===== src/rtl/logic_unit_arbiter.sv =====
// Two-requester bitwise logic unit (AND/OR/XOR/NOR) with round-robin
// tie-break, fixed 2-cycle latency and a valid/ready response port.
module logic_unit_arbiter #(
  parameter int WIDTH = 32
) (
  input  logic             clk,
  input  logic             rst,
  input  logic             req0_valid,
  output logic             req0_ready,
  input  logic [1:0]       req0_op,
  input  logic [WIDTH-1:0] req0_a,
  input  logic [WIDTH-1:0] req0_b,
  input  logic             req1_valid,
  output logic             req1_ready,
  input  logic [1:0]       req1_op,
  input  logic [WIDTH-1:0] req1_a,
  input  logic [WIDTH-1:0] req1_b,
  output logic             resp_valid,
  input  logic             resp_ready,
  output logic             resp_id,
  output logic [WIDTH-1:0] resp_data,
  output logic             resp_zero,
  output logic             busy
);

  typedef enum logic [1:0] {
    IDLE = 2'd0,
    EXEC = 2'd1,
    RESP = 2'd2
  } state_t;

  localparam logic [1:0] OP_AND = 2'b00;
  localparam logic [1:0] OP_OR  = 2'b01;
  localparam logic [1:0] OP_XOR = 2'b10;
  localparam logic [1:0] OP_NOR = 2'b11;

  state_t           state;
  state_t           state_nx;
  logic             prio;
  logic             gnt0;
  logic             gnt1;
  logic             accept;
  logic [1:0]       op_q;
  logic [WIDTH-1:0] a_q;
  logic [WIDTH-1:0] b_q;
  logic             id_q;
  logic [WIDTH-1:0] result;

  // Grant: a lone requester wins; on a tie the one matching prio wins.
  always_comb begin
    gnt0 = req0_valid && (!req1_valid || !prio);
    gnt1 = req1_valid && (!req0_valid ||  prio);
  end

  // Ready only while idle and never while reset is held.
  assign req0_ready = (state == IDLE) && !rst && gnt0;
  assign req1_ready = (state == IDLE) && !rst && gnt1;
  assign accept     = req0_ready || req1_ready;

  assign resp_valid = (state == RESP);
  assign busy       = (state != IDLE);

  // Next-state logic.
  always_comb begin
    state_nx = state;
    unique case (state)
      IDLE: if (accept) state_nx = EXEC;
      EXEC: state_nx = RESP;
      RESP: if (resp_ready) state_nx = IDLE;
      default: state_nx = IDLE;
    endcase
  end

  // Bitwise result of the latched operation, no width growth.
  always_comb begin
    result = '0;
    unique case (op_q)
      OP_AND: result = a_q & b_q;
      OP_OR:  result = a_q | b_q;
      OP_XOR: result = a_q ^ b_q;
      OP_NOR: result = ~(a_q | b_q);
      default: result = '0;
    endcase
  end

  // State register.
  always_ff @(posedge clk) begin
    if (rst) state <= IDLE;
    else     state <= state_nx;
  end

  // Operand capture on accept; prio flips away from the winner.
  always_ff @(posedge clk) begin
    if (rst) begin
      prio <= 1'b0;
      op_q <= '0;
      a_q  <= '0;
      b_q  <= '0;
      id_q <= 1'b0;
    end else if (accept) begin
      prio <= ~gnt1;
      id_q <= gnt1;
      op_q <= gnt1 ? req1_op : req0_op;
      a_q  <= gnt1 ? req1_a  : req0_a;
      b_q  <= gnt1 ? req1_b  : req0_b;
    end
  end

  // Response registers, loaded only in EXEC and held otherwise.
  always_ff @(posedge clk) begin
    if (rst) begin
      resp_data <= '0;
      resp_zero <= 1'b1;
      resp_id   <= 1'b0;
    end else if (state == EXEC) begin
      resp_data <= result;
      resp_zero <= ~|result;
      resp_id   <= id_q;
    end
  end

endmodule


===== config.mk =====
export PLATFORM = sky130hd
export DESIGN_NAME = logic_unit_arbiter
export DESIGN_NICKNAME = d
export VERILOG_FILES = /design/src/rtl/logic_unit_arbiter.sv
export SDC_FILE = /design/constraint.sdc
export NUM_CORES = 1
export LEC_CHECK = 0
export CORE_ASPECT_RATIO = 1.75
export CORE_UTILIZATION = 69
export CTS_CLUSTER_DIAMETER = 40
export CTS_CLUSTER_SIZE = 8
export DETAILED_ROUTE_END_ITERATION = 16
export DONT_BUFFER_PORTS = 1
export PLACE_DENSITY = 0.83
export SKIP_LAST_GASP = 1
export SLEW_MARGIN = 0
export SYNTH_ARGS = -nofsm -noshare
export SYNTH_HDL_FRONTEND = slang
export SYNTH_SLANG_ARGS = --single-unit

===== constraint.sdc =====
create_clock -name clk -period 4.1 [get_ports clk]
set_input_delay 0.82 -clock clk [delete_from_list [all_inputs] [get_ports clk]]
set_output_delay 0.82 -clock clk [all_outputs]
set_load 0.02 [all_outputs]

==> results of run 1 <==
-- report_power, final --
group          switching (uW)  internal [uW]  total (uW)
combinational             288            184         471
sequential                104           1090        1190
clock                     380            443         823
total                     772           1710        2480
-- critical path, cell delays in order --
cell and delay (ns):
inv_1 0.13, o21ai_4 0.19, or3_4 0.41, inv_4 0.42
-- stage by stage --
stage               util [%]  hold WS [ns]  power (uW)  cell area, um^2  worst slack [ns]
detailed placement      70.1         0.455        1680             6080              1.16
global placement        70.1         0.456        1640             6080              1.29
floorplan                  -         0.432        1590             6150              1.55
CTS                     73.3         0.474        2480             6360              1.30
global route            73.3         0.496        2590             6360              1.20
finish                  73.3         0.473        2480             6360              1.30
-- area by class of cell --
type	instances	area (um^2)	area share [%]
multi-input combinational	546	3550	55.9
sequential	104	2080	32.8
inverter	69	262	4.11
clock buffer	11	253	3.97
tap	117	146	2.30
clock inverter	4	30.0	0.472
timing repair buffer	4	30.0	0.472
-- cell families after synthesis --
family / after synthesis
AO/OA/AOI/OAI: 220
multiplexers: 16
adder cells (fa/ha/maj): 64
AND/OR/NAND/NOR: 246
buffers and inverters: 124
flip-flops: 104
-- sequential cells by signal (all words and copies together) (netlist names), 2 cells and up --
| signal | count |
|---|---|
| a_q | 32 |
| b_q | 32 |
| op_q | 2 |
| resp_data | 32 |
| state | 2 |
-- metal layers --
| metal | up-vias | part of all wire, % | GRT usage (%) |
|---|---|---|---|
| met5 | - | 0 | 0 |
| met4 | 0 | 6.4 | 21.7 |
| met3 | 45 | 4.4 | 5.40 |
| met2 | 163 | 54 | 59.0 |
| met1 | 2403 | 35 | 29.8 |
| li1 | 2528 | - | - |
-- worst paths after layout --
| check | from | end | slack, ns | cells after the start |
|---|---|---|---|---|
| min | id_q | id_q | 0.47 | 2 |
| max reg2reg | op_q[0] | resp_zero | 1.41 | 7 |
| min reg2reg | id_q | id_q | 0.47 | 2 |
| max | req0_valid | req1_ready | 1.30 | 4 |
-- cells in the final DEF (no fill, tap or decap), types with 4 or more instances in the layout --
cell       count
nor2_1       106
dfxtp_1      102
a21oi_1       87
inv_1         67
nor2b_1       64
ha_1          64
nand2_1       60
a22oi_1       52
o21ai_0       31
o31ai_1       30
mux2i_1       16
a211oi_2      14
clkbuf_16      9
nand4_1        7
buf_4          4
==> metrics.yaml, run 1 <==
crit_required_ns: 3.28
firstDrtPassIters: 5
ys_ff_latch: 104
ctsLongestPathBuffers: 2
grt_setup_unrepaired: "false"
yosys.area_share.simple_pct: 18.4
fin_tns_setup_ns: 0
syn_nets: 975
root_buffer: "clkbuf_16"
cts_made_buffers: 9
insertion_delay_ns: 0.35
grt_pass1_wl_um: 22200
wirelength_um: 14300
area_delta_synth_final_pct: 3.36
drtAntennaViolNets: 0
max_cap_violations: 0
syn_avg_cell_area_um2: 7.95
worstSetupEndpointType: "output port"
htree_num_levels: 3
num_vias: 5139
synth_top_family_by_area: "compound AO/OA/AOI/OAI gates"
pin_count: 175
diodes: 0
grt_overflow: 0
row_count: 45
synth_compound_area_share_pct: 23.7
fin_nets: 935
p_leak_uw: 0.00249
timing.fmax_mhz: 358
status: "finished clean"
worst_slew_pin_slew_ns: 1.10
yosys.area.top_type: "dfxtp_1"
cts_repair_resize_count: 0
dieArea_mm2: 0.00931
cp.arrival_ns: 1.98
finalCriticalPeriod_ns: 2.80
fin_worst_skew_ns: 0.00596
io_buffers: 0
ctsHoldBuffers: 0
synth_xor_area_share_pct: 0
drt_iter0_markers: 339
antenna_found_initial: 0
die_height_um: 127
final.period_utilization_pct: 68.2
synth_common_cells: "nor2_1, dfxtp_1, a21oi_1, inv_1"
clk_pin_slew_ns: 0.07
cts_tree: "yes"
synthTopCellsByArea: "dfxtp_1, ha_1, a21oi_1"
viasPerCell: 6.01
finalHoldViolCount: 0
ys_seq_area_share_pct: 33.8
wl_per_cell_um: 16.7
drive_gt1_share_pct: 5.83
synthCells: 774
worst_slew_margin_rel_pct: 26.8
synth-async-reset-ratio_pct: 0
synth_mux_area_share_pct: 2.60
peakVddDrop_v: 0.000277
n_fill_cell: 714
die_x_um: 73.4
yosysWarnings: 0
synth_fa_ha_area_share_pct: 13.0
grt_usage_pct: 31.5
setup_viol: 0
criticalPathCategory: "in2out"
ys_types: 32
synth_edf_count: 0
worst-path-max-fanout: 54
gp_congestion: 0.824
cts_num_sinks: 104
slew_violations: 0
initial_utilization_pct: 71.0
dp.cells: 840
finalNonFillerCells: 855
synthesis.area_mm2: 0.00615
ys.flop_type: "dfxtp_1"
post_cts_buffers: 0
synth_most_common_cell: "nor2_1"
design.core.area_mm2: 0.00867
p_per_area_mw_per_mm2: 391
min_path_type: "reg2reg"
grt_pass1_vias: 4830
grt_max_degree: 104
yosysTopAreaCellShare_pct: 33.8
dp_hpwl_um: 10500
start_kind: "input port"
drc: 0
No activity file was read; power rests on OpenSTA's default activity.
==> inputs of run 2 (changes only) <==
--- a/config.mk
+++ b/config.mk
@@ -6,12 +6,12 @@
 export NUM_CORES = 1
 export LEC_CHECK = 0
 export CORE_ASPECT_RATIO = 1.75
-export CORE_UTILIZATION = 69
+export CORE_UTILIZATION = 64
 export CTS_CLUSTER_DIAMETER = 40
 export CTS_CLUSTER_SIZE = 8
 export DETAILED_ROUTE_END_ITERATION = 16
 export DONT_BUFFER_PORTS = 1
-export PLACE_DENSITY = 0.83
+export PLACE_DENSITY = 0.78
 export SKIP_LAST_GASP = 1
 export SLEW_MARGIN = 0
 export SYNTH_ARGS = -nofsm -noshare
==> constraint.sdc (replaced) <==
create_clock -name clk -period 2.6 [get_ports clk]
set_input_delay 0.52 -clock clk [delete_from_list [all_inputs] [get_ports clk]]
set_output_delay 0.52 -clock clk [all_outputs]
set_load 0.02 [all_outputs]
==> metrics.yaml, run 2 (synthesized netlist as in run 1, its figures left out) <==
cts_made_buffers: 9
grt_setup_unrepaired: "false"
grt_pass1_vias: 4831
finalNonFillerCells: 863
dp_slack_ns: 0.315
worst_slew_margin_rel_pct: 31.8
dp_hpwl_um: 10300
area_delta_synth_final_pct: 4.37
drt_iter0_markers: 335
wirelength_um: 14000
p_per_area_mw_per_mm2: 627
dieArea_mm2: 0.0100
crit_required_ns: 2.08
grt_pass1_wl_um: 22100
worst_slack_ns: 0.146
timing.fmax_mhz: 408
viasPerCell: 5.95
wl_per_cell_um: 16.2
antenna_found_initial: 0
r2r_end: "resp_zero"
start_kind: "flip-flop"
slew_violations: 0
io_buffers: 0
worst_slew_pin_slew_ns: 1.02
initial_utilization_pct: 65.4
worst-path-max-fanout: 53
finalHoldViolCount: 0
fin_nets: 937
post_cts_buffers: 0
cts_repair_resize_count: 0
p_leak_uw: 0.00251
ctsHoldBuffers: 0
postPlaceCellArea_mm2: 0.00611
grt_overflow: 0
crit_end: "req1_ready"
drive_gt1_share_pct: 6.21
die_height_um: 132
dp.cells: 847
drtAntennaViolNets: 0
final_area_mm2: 0.00642
diodes: 0
cts_num_sinks: 104
worstSetupEndpointType: "output port"
final_common_cell: "nor2_1"
crit_start: "state[1]"
finalCriticalPeriod_ns: 2.45
r2r-start: "op_q[0]"
peakVddDrop_v: 0.000427
pin_count: 175
clk_pin_slew_ns: 0.07
htree_num_levels: 3
rrSetupSlack_ns: 0.26
status: "finished clean"
crit_chain: "or2_4 > or3_4 > inv_4 > buf_4"
slowest_delay_ns: 0.45
grt_usage_pct: 28.3
grt_max_degree: 104
ctsLongestPathBuffers: 2
design.core.area_mm2: 0.00941
reg.largest.list: "a_q (32), b_q (32), resp_data (32)"
insertion_delay_ns: 0.35
firstDrtPassIters: 4
layout_common_cells: "nor2_1, dfxtp_1, a21oi_1"
min_path_type: "in2reg"
cp.arrival_ns: 1.93
num_vias: 5137
row_count: 47
r2r_cells: 7
drc: 0
die_x_um: 76.1
cpMaxStageDelayCell: "buf_4"
cts_tree: "yes"
root_buffer: "clkbuf_16"
criticalPathCategory: "reg2out"
final.period_utilization_pct: 94.4
setup_viol: 0
fin_worst_skew_ns: 0.00592
max_cap_violations: 0
fin_tns_setup_ns: 0
gp_congestion: 0.842
run 2: cell types whose count changed in the layout (fill, tap and decap cells not counted):
cell and change:
clkbuf_8 -2, inv_8 +2, buf_12 +1, buf_4 +1, bufinv_16 +1, clkinv_2 -1, inv_6 +1
run 2: area by class of cell:
| cell class | count | area, um^2 |
|---|---|---|
| sequential | 104 | 2080 |
| timing repair buffer | 6 | 57.6 |
| fill | 813 | 2990 |
| clock inverter | 7 | 86.3 |
| tap | 122 | 153 |
| multi-input combinational | 546 | 3550 |
| clock buffer | 9 | 225 |
| inverter | 69 | 262 |
run 2: routing by layer:
| layer | track usage, % | routed length, um | share of wire (%) | up-vias |
|---|---|---|---|---|
| met5 | 0 | 0 | 0 | - |
| met4 | 21.2 | 989 | 7.1 | 0 |
| met3 | 4.17 | 609 | 4.4 | 49 |
| met2 | 53.7 | 7550 | 54 | 185 |
| met1 | 26.8 | 4850 | 35 | 2368 |
| li1 | - | - | - | 2535 |
run 2: metrics by stage:
step           hold WS [ns]  power (uW)  util, %
5_1_grt               0.222        4220     68.3
3_3_place_gp          0.457        2610     64.9
4_1_cts               0.226        4050     68.3
3_5_place_dp          0.453        2650     64.9
2_1_floorplan         0.432        2500        -
6_report              0.235        4030     68.3
run 2: worst max-delay path, delay by kind of cell, from the launching register on:
| family | cells | cell delay [ns] |
|---|---|---|
| flops | 1 | 0.33 |
| simple gates | 2 | 0.71 |
| buf+inv | 2 | 0.53 |
run 2: power breakdown:
group	internal (uW)	total (uW)	switching [uW]
Clock	767	1410	647
Combinational	294	740	446
Sequential	1710	1870	162
Total	2770	4030	1250
run 2: worst min-delay path by stage:
stage / start / end / slack (ns) / cells past startpoint
after detailed placement: id_q / resp_id / 0.45 / 2
after CTS: rst / state[1] / 0.23 / 1
final: rst / resp_data[14] / 0.24 / 1
after global routing: rst / resp_data[14] / 0.22 / 1
after global placement: b_q[12] / b_q[12] / 0.46 / 2
after floorplan: id_q / resp_id / 0.43 / 2
==> inputs of run 3 (changes only) <==
--- a/config.mk
+++ b/config.mk
@@ -6,12 +6,14 @@
 export NUM_CORES = 1
 export LEC_CHECK = 0
 export CORE_ASPECT_RATIO = 1.75
+export CORE_MARGIN = 2
 export CORE_UTILIZATION = 64
 export CTS_CLUSTER_DIAMETER = 40
 export CTS_CLUSTER_SIZE = 8
 export DETAILED_ROUTE_END_ITERATION = 16
 export DONT_BUFFER_PORTS = 1
-export PLACE_DENSITY = 0.78
+export PLACE_DENSITY = 0.85
+export RECOVER_POWER = 50
 export SKIP_LAST_GASP = 1
 export SLEW_MARGIN = 0
 export SYNTH_ARGS = -nofsm -noshare
==> metrics.yaml, run 3 (synthesized netlist as in run 1, its figures left out) <==
status: "finished clean"
insertion_delay_ns: 0.36
cts_num_sinks: 104
wirelength_um: 14500
die_x_um: 78.1
finalCriticalPeriod_ns: 2.50
worst_slew_margin_rel_pct: 28.1
initial_utilization_pct: 65.4
die_height_um: 134
dp_hpwl_um: 10700
final_common_cell: "nor2_1"
finalNonFillerCells: 864
row_count: 47
max_cap_violations: 0
crit_chain: "or2_4 > or3_4 > inv_4 > buf_4"
start_kind: "flip-flop"
crit_family: "simple AND/OR/NAND/NOR gates"
finalHoldViolCount: 0
drtAntennaViolNets: 0
fin_tns_setup_ns: 0
cpMaxStageDelayCell: "buf_4"
cp.arrival_ns: 1.98
crit_required_ns: 2.08
root_buffer: "clkbuf_16"
cts_made_buffers: 9
worstSetupEndpointType: "output port"
gp_congestion: 0.887
path_buf_inv: 2
grt_pass1_vias: 4924
post_cts_buffers: 0
timing.fmax_mhz: 400
cts_tree: "yes"
grt_setup_unrepaired: "false"
peakVddDrop_v: 0.000412
ctsLongestPathBuffers: 2
num_vias: 5104
slowest_delay_ns: 0.46
grt_usage_pct: 28.4
cts_repair_resize_count: 0
setup_viol: 0
fin_worst_skew_ns: 0.00971
dieArea_mm2: 0.0104
area_delta_synth_final_pct: 4.41
slew_violations: 0
fin_nets: 938
criticalPathCategory: "reg2out"
dp.cells: 848
design.core.area_mm2: 0.00941
final.period_utilization_pct: 96.2
ctsHoldBuffers: 0
grt_overflow: 0
grt_pass1_wl_um: 23200
pin_count: 175
wl_per_cell_um: 16.7
worst_slew_pin_slew_ns: 1.08
drt_iter0_markers: 384
firstDrtPassIters: 4
p_leak_uw: 0.00252
viasPerCell: 5.91
io_buffers: 0
drc: 0
layout_common_cells: "nor2_1, dfxtp_1, a21oi_1"
clk_pin_slew_ns: 0.08
p_per_area_mw_per_mm2: 628
htree_num_levels: 3
reg.largest.list: "a_q (32), b_q (32), resp_data (32)"
worst-path-max-fanout: 53
grt_max_degree: 104
drive_gt1_share_pct: 6.06
antenna_found_initial: 0
min_path_type: "in2reg"
diodes: 0
## run 3: changes by cell type in the layout (fill, tap and decap cells not counted), sizes merged
cell,delta
clkbuf,+1
## run 3: final cells by class
| cell class | instances | area (um^2) |
|---|---|---|
| clock buffer | 9 | 225 |
| clock inverter | 7 | 86.3 |
| fill | 783 | 2980 |
| inverter | 69 | 262 |
| multi-input combinational | 546 | 3550 |
| sequential | 104 | 2080 |
| tap | 122 | 153 |
| timing repair buffer | 7 | 62.6 |
## run 3: layer usage
layer	vias to the layer above	GRT usage (%)	part of all wire (%)
li1	2548	-	-
met5	-	0	0
met4	0	17.1	5.0
met1	2344	28.1	34
met3	39	5.01	5.0
met2	173	53.5	56
## run 3: worst paths after layout
check | from | endpoint | slack, ns | depth (start not counted)
setup / recovery | state[1] | req1_ready | 0.1 | 4
hold / removal | rst | a_q[7] | 0.23 | 1
setup reg to reg | state[1] | a_q[12] | 0.20 | 7
hold reg to reg | a_q[21] | a_q[21] | 0.48 | 2
## run 3: where the power goes
part	switching, uW	internal (uW)	total, uW
logic	452	295	747
clock network	642	767	1410
registers	164	1710	1880
total	1260	2770	4030
## run 3: stage by stage
stage	hold WS, ns	worst slack [ns]	util, %	power (uW)	instance area, um^2
finish	0.228	0.0995	68.3	4030	6420
CTS	0.213	0.102	68.3	4060	6430
global route	0.212	0.0145	68.3	4230	6420
global placement	0.455	0.454	65.0	2610	6120
detailed placement	0.463	0.402	65.0	2660	6120
floorplan	0.432	0.650	-	2500	6150
